### config.mk
export PLATFORM = sky130hd
export DESIGN_NAME = exec_muldiv_ctrl
export DESIGN_NICKNAME = d
export VERILOG_FILES = /design/src/rtl/exec_muldiv_ctrl.sv
export SDC_FILE = /design/constraint.sdc
export NUM_CORES = 1
export LEC_CHECK = 0
export ABC_AREA = 0
export BUFFER_PORTS_ARGS = -buffer_cell sky130_fd_sc_hd__clkbuf_2
export CAP_MARGIN = 20
export CORE_UTILIZATION = 55
export CTS_BUF_LIST = sky130_fd_sc_hd__clkbuf_4
export DETAILED_ROUTE_END_ITERATION = 10
export MAX_ROUTING_LAYER = met4
export PLACE_DENSITY = 0.86
export SLEW_MARGIN = 30
export SYNTH_ARGS = -nofsm -noshare
export SYNTH_HDL_FRONTEND = slang
export SYNTH_SLANG_ARGS = --single-unit
### constraint.sdc
create_clock -name clk -period 3.9 [get_ports clk]
set_input_delay 0.78 -clock clk [delete_from_list [all_inputs] [get_ports clk]]
set_output_delay 0.78 -clock clk [all_outputs]
set_load 0.05 [all_outputs]
### src/rtl/exec_muldiv_ctrl.sv
`default_nettype none
// ============================================================================
// Module      : exec_muldiv_ctrl
// Description : Multi-cycle MULT/MULTU/DIV/DIVU sequencer with HI/LO ownership
//               and MTHI/MTLO writes. Shift-add multiply and restoring divide,
//               one bit per cycle, with a stall request for MFHI/MFLO interlock.
// Revision    : 1.0 - initial release
// ============================================================================
module exec_muldiv_ctrl #(
    parameter int WIDTH = 32
) (
    input  logic             clk,
    input  logic             rst_n,
    input  logic             in_valid,
    output logic             in_ready,
    input  logic [2:0]       op,
    input  logic [WIDTH-1:0] rs,
    input  logic [WIDTH-1:0] rt,
    input  logic             flush,
    input  logic             hilo_rd,
    output logic             stall_req,
    output logic             busy,
    output logic             done,
    output logic [WIDTH-1:0] hi,
    output logic [WIDTH-1:0] lo
);

    localparam int CNT_W = $clog2(WIDTH) + 1;

    localparam logic [1:0] S_IDLE = 2'd0;
    localparam logic [1:0] S_CALC = 2'd1;
    localparam logic [1:0] S_FIX  = 2'd2;
    localparam logic [1:0] S_DONE = 2'd3;

    localparam logic [2:0] OP_MULT  = 3'd0;
    localparam logic [2:0] OP_MULTU = 3'd1;
    localparam logic [2:0] OP_DIV   = 3'd2;
    localparam logic [2:0] OP_DIVU  = 3'd3;
    localparam logic [2:0] OP_MTHI  = 3'd4;
    localparam logic [2:0] OP_MTLO  = 3'd5;

    logic [1:0]         state;
    logic [1:0]         state_nxt;
    logic [CNT_W-1:0]   cnt;
    // Upper half: partial product (mul) or remainder (div).
    // Lower half: remaining multiplier bits (mul) or dividend/quotient (div).
    logic [2*WIDTH-1:0] acc;
    logic [WIDTH-1:0]   opb;
    logic               is_div;
    logic               neg_a;
    logic               neg_b;

    logic               accept;
    logic               start;
    logic               signed_op;
    logic [WIDTH-1:0]   abs_rs;
    logic [WIDTH-1:0]   abs_rt;

    logic [WIDTH:0]     mul_sum;
    logic [2*WIDTH-1:0] mul_next;
    logic [WIDTH:0]     div_shift;
    logic [WIDTH+1:0]   div_diff;
    logic               div_borrow;
    logic [2*WIDTH-1:0] div_next;

    logic [2*WIDTH-1:0] prod_fix;
    logic [WIDTH-1:0]   quo_fix;
    logic [WIDTH-1:0]   rem_fix;
    logic [WIDTH-1:0]   res_hi;
    logic [WIDTH-1:0]   res_lo;

    assign accept    = in_valid & in_ready;
    assign start     = accept & ~op[2];
    // MULT and DIV are the signed flavours (even opcodes below 4)
    assign signed_op = ~op[0];
    assign abs_rs    = (signed_op && rs[WIDTH-1]) ? (~rs + 1'b1) : rs;
    assign abs_rt    = (signed_op && rt[WIDTH-1]) ? (~rt + 1'b1) : rt;

    // One iteration of shift-add multiply and restoring divide
    always_comb begin
        mul_sum    = {1'b0, acc[2*WIDTH-1:WIDTH]} + {1'b0, (acc[0] ? opb : {WIDTH{1'b0}})};
        mul_next   = {mul_sum, acc[WIDTH-1:1]};
        div_shift  = {acc[2*WIDTH-1:WIDTH], acc[WIDTH-1]};
        div_diff   = {1'b0, div_shift} - {2'b00, opb};
        div_borrow = div_diff[WIDTH+1];
        div_next   = {(div_borrow ? div_shift[WIDTH-1:0] : div_diff[WIDTH-1:0]),
                      acc[WIDTH-2:0], ~div_borrow};
    end

    // Sign fix-up and result selection, including the divide-by-zero case
    always_comb begin
        prod_fix = (neg_a ^ neg_b) ? (~acc + 1'b1) : acc;
        quo_fix  = (neg_a ^ neg_b) ? (~acc[WIDTH-1:0] + 1'b1) : acc[WIDTH-1:0];
        // A zero divisor never borrows, so the remainder ends up holding |rs|
        rem_fix  = neg_a ? (~acc[2*WIDTH-1:WIDTH] + 1'b1) : acc[2*WIDTH-1:WIDTH];
        if (!is_div) begin
            res_hi = prod_fix[2*WIDTH-1:WIDTH];
            res_lo = prod_fix[WIDTH-1:0];
        end else if (opb == {WIDTH{1'b0}}) begin
            res_hi = rem_fix;
            res_lo = {WIDTH{1'b1}};
        end else begin
            res_hi = rem_fix;
            res_lo = quo_fix;
        end
    end

    // State register
    always_ff @(posedge clk) begin
        if (!rst_n) begin
            state <= S_IDLE;
        end else begin
            state <= state_nxt;
        end
    end

    // Next-state logic; flush aborts only before results are committed
    always_comb begin
        state_nxt = state;
        case (state)
            S_IDLE: if (start)                state_nxt = S_CALC;
            S_CALC: if (flush)                state_nxt = S_IDLE;
                    else if (cnt == '0)       state_nxt = S_FIX;
            S_FIX:  state_nxt = flush ? S_IDLE : S_DONE;
            S_DONE: state_nxt = S_IDLE;
            default: state_nxt = S_IDLE;
        endcase
    end

    // FSM-derived outputs
    always_comb begin
        busy      = (state != S_IDLE);
        done      = (state == S_DONE);
        in_ready  = (state == S_IDLE) & ~flush;
        stall_req = hilo_rd & busy;
    end

    // Datapath: operand capture, iteration, HI/LO writes
    always_ff @(posedge clk) begin
        if (!rst_n) begin
            hi     <= '0;
            lo     <= '0;
            acc    <= '0;
            opb    <= '0;
            cnt    <= '0;
            is_div <= 1'b0;
            neg_a  <= 1'b0;
            neg_b  <= 1'b0;
        end else begin
            case (state)
                S_IDLE: begin
                    if (accept) begin
                        case (op)
                            OP_MULT, OP_MULTU, OP_DIV, OP_DIVU: begin
                                acc    <= {{WIDTH{1'b0}}, abs_rs};
                                opb    <= abs_rt;
                                cnt    <= CNT_W'(WIDTH - 1);
                                is_div <= op[1];
                                neg_a  <= signed_op & rs[WIDTH-1];
                                neg_b  <= signed_op & rt[WIDTH-1];
                            end
                            OP_MTHI: hi <= rs;
                            OP_MTLO: lo <= rs;
                            default: ;
                        endcase
                    end
                end
                S_CALC: begin
                    acc <= is_div ? div_next : mul_next;
                    cnt <= cnt - CNT_W'(1);
                end
                S_FIX: begin
                    if (!flush) begin
                        hi <= res_hi;
                        lo <= res_lo;
                    end
                end
                default: ;
            endcase
        end
    end

endmodule
`default_nettype wire

==> results.cfg <==
[status]
status = finished clean

[pwr]
pwr-share-clk = 0.256
power_density_nw_per_um2 = 303
seqPwrFrac = 0.420
swShare = 0.400
ir_worst_vdd_v = 0.000200
pwr-share-comb = 0.324
p_sw_mw = 1.86
intPower_mw = 2.78
p_leak_nw = 6.05

[sta]
grt_setup_unrepaired = false
skew_ns = 0.0431
fin_crit_ns = 3.59
fin_ws_ns = 0.313
tns_ns = 0
fmax_ghz = 0.279
period_share = 0.920
worst_hold_slack_ns = 0.425
relSlewSlack = 0.320
hold_violations = 0
setup_violations = 0
final_max_slew_viol_count = 0
worst_slew_pin_slew_ns = 1.02

[synthesis]
syn_area_um2 = 13900
yosysTopAreaCell = dfxtp_1
synth-edff-count = 0
ys_seq_area_frac = 0.246
yosys-top-cells-area = dfxtp_1 25%, ha_1 6.3%, a21oi_1 6.2%
synth_top_area_frac = 0.246
synth.distinct_cells = 76
synth_seq_cells = 171
synth_cells = 1890
yosysWarnings = 0
synthFlopType = dfxtp_1
yosys-top-cells-count = 198 x nor2_1, 191 x nand2_1, 171 x a21oi_1, 171 x dfxtp_1, 127 x o21ai_0
synth.most_common_cell = nor2_1
postSynthAreaPerCell_um2 = 7.36
synth_fp_nets = 2034
async_flop_share = 0

[floorplanning]
dieArea_um2 = 25900
core_area_um2 = 24500
fp.dieH_um = 161
rows = 57
initial_core_util = 0.567
io_pins = 140
die_w_um = 161

[place]
dp.cells = 2275
place.gp.congestion = 1.05
dp_slack_ns = 0.290
io_buffers = 139
dp_hpwl_um = 37100

[critical_path]
cp_max_fo = 12
r2r_end = acc[58]
cp.required_ns = 4.40
arrival_ns = 4.09
ff2ff_path_depth = 13
rrSetupSlack_ns = 0.31
crit_end = acc[58]
crit_path_start = acc[0]
crit_path_start_kind = flip-flop
setup.worst_path.end_class = flip-flop
crit_type = flip-flop to flip-flop
rr_startpoint = acc[0]

[routing]
first_pass_iters = 6
wire_per_inst_um = 21.3
vias = 15316
viasPerCell = 6.63
initialDrtViolationCount = 1964
wirelength_um = 49100
drcViolationCount = 0
ant_nets = 0

[worst_hold_path]
hold_class = input port to flip-flop

[clock_tree]
clockBufferDepth = 2
postCtsSetupBuffers = 0
tritoncts = yes
clock_latency_ns = 0.63
cts_resized = 0
cts.clk_slew.worst_paths_ns = 0.16
numCtsBuffers = 17
root_buffer = clkbuf_4
clock_sinks = 171
cts_hold_buf = 0
cts_max_level = 4

[global_route]
grt_overflow_total = 0
grt_max_degree = 84
grt_util_all_layers = 0.384
grt_pass1_vias = 14117
antenna_found_initial = 2
grt_pass1_wl_um = 76900

[cells_and_area]
fin_util = 0.624
final_cells = 2309
final_net_count = 2114
drive_gt1_frac = 0.131
area_growth_pct = 10.1

[flow_run]
maxCapViolations = 0
stage by stage:
stage	cell area [um^2]	total power, mW
floorplan	13900	2.95
global placement	15000	3.40
detailed placement	15000	3.43
CTS	15300	4.59
global route	15300	4.82
finish	15300	4.64
power groups by stage:
stage | Combinational [mW] | Sequential [mW] | Clock, mW
6_report | 1.50 | 1.95 | 1.19
2_1_floorplan | 0.968 | 1.98 | 0
5_1_grt | 1.61 | 1.96 | 1.25
3_5_place_dp | 1.45 | 1.98 | 0
4_1_cts | 1.46 | 1.94 | 1.19
3_3_place_gp | 1.42 | 1.98 | 0
how the worst min path moves through the flow:
stage,from,endpoint,slack (ns),cells after the start
final,op[1],is_div,0.43,3
after global routing,op[1],is_div,0.40,3
after CTS,op[1],is_div,0.40,3
after detailed placement,lo[14],lo[14],0.45,2
after global placement,lo[21],lo[21],0.44,2
after floorplan,cnt[5],cnt[5],0.44,2
sequential cells by signal (all words and copies together), names as in the netlist:
signal and count:
state 2, neg_b 1, cnt 6, opb 32, hi 32, is_div 1, acc 64, lo 32
neg_a 1
per-layer routing:
layer / share of wire / routed length, um / up-vias / GRT usage
met5: 0 / 0 / - / -
met4: 0.051 / 2490 / 0 / 0.190
met3: 0.10 / 4990 / 185 / 0.0539
met2: 0.45 / 21900 / 945 / 0.596
met1: 0.40 / 19800 / 7091 / 0.487
li1: - / - / 7095 / -
logic make-up after synthesis:
| logic type | count (synthesis) | synth area share |
|---|---|---|
| simple gates | 621 | 0.208 |
| xor+xnor | 164 | 0.103 |
| buf+inv | 202 | 0.0556 |
| flops | 171 | 0.246 |
| fa+ha+maj | 72 | 0.0658 |
| mux | 35 | 0.0257 |
| compound gates | 625 | 0.296 |
area by class of cell:
class	instances	area (um^2)
Clock inverter	15	186
Fill cell	2279	9220
Inverter	71	273
Timing Repair Buffer	192	1130
Tap cell	324	405
Clock buffer	17	128
Sequential cell	171	3420
Antenna cell	2	5.00
Multi-Input combinational cell	1517	9770
cell usage in the layout, fill, tap and decap left out, drive strengths merged, types with 31 or more instances in the layout:
cell,instances
nand2,191
nand3,31
xnor2,84
buf,53
clkbuf,156
nor3,40
nor4,31
o221ai,33
xor2,80
inv,75
o21ai,128
nor2,198
a211oi,86
ha,70
dfxtp,171
a21oi,171
critical path: stages, from the launching register on:
cell and delay [ns]:
dfxtp_1 0.41, clkinvlp_4 0.26, nor2_1 0.18, ha_1 0.25, o21ai_0 0.14, o21ai_1 0.24
nand4_1 0.16, a31o_2 0.29, a2111oi_0 0.45, buf_4 0.19, nor3_1 0.05, or4b_2 0.64
a31oi_1 0.18, nor2_1 0.06
Power figures use the tool's default switching activity.
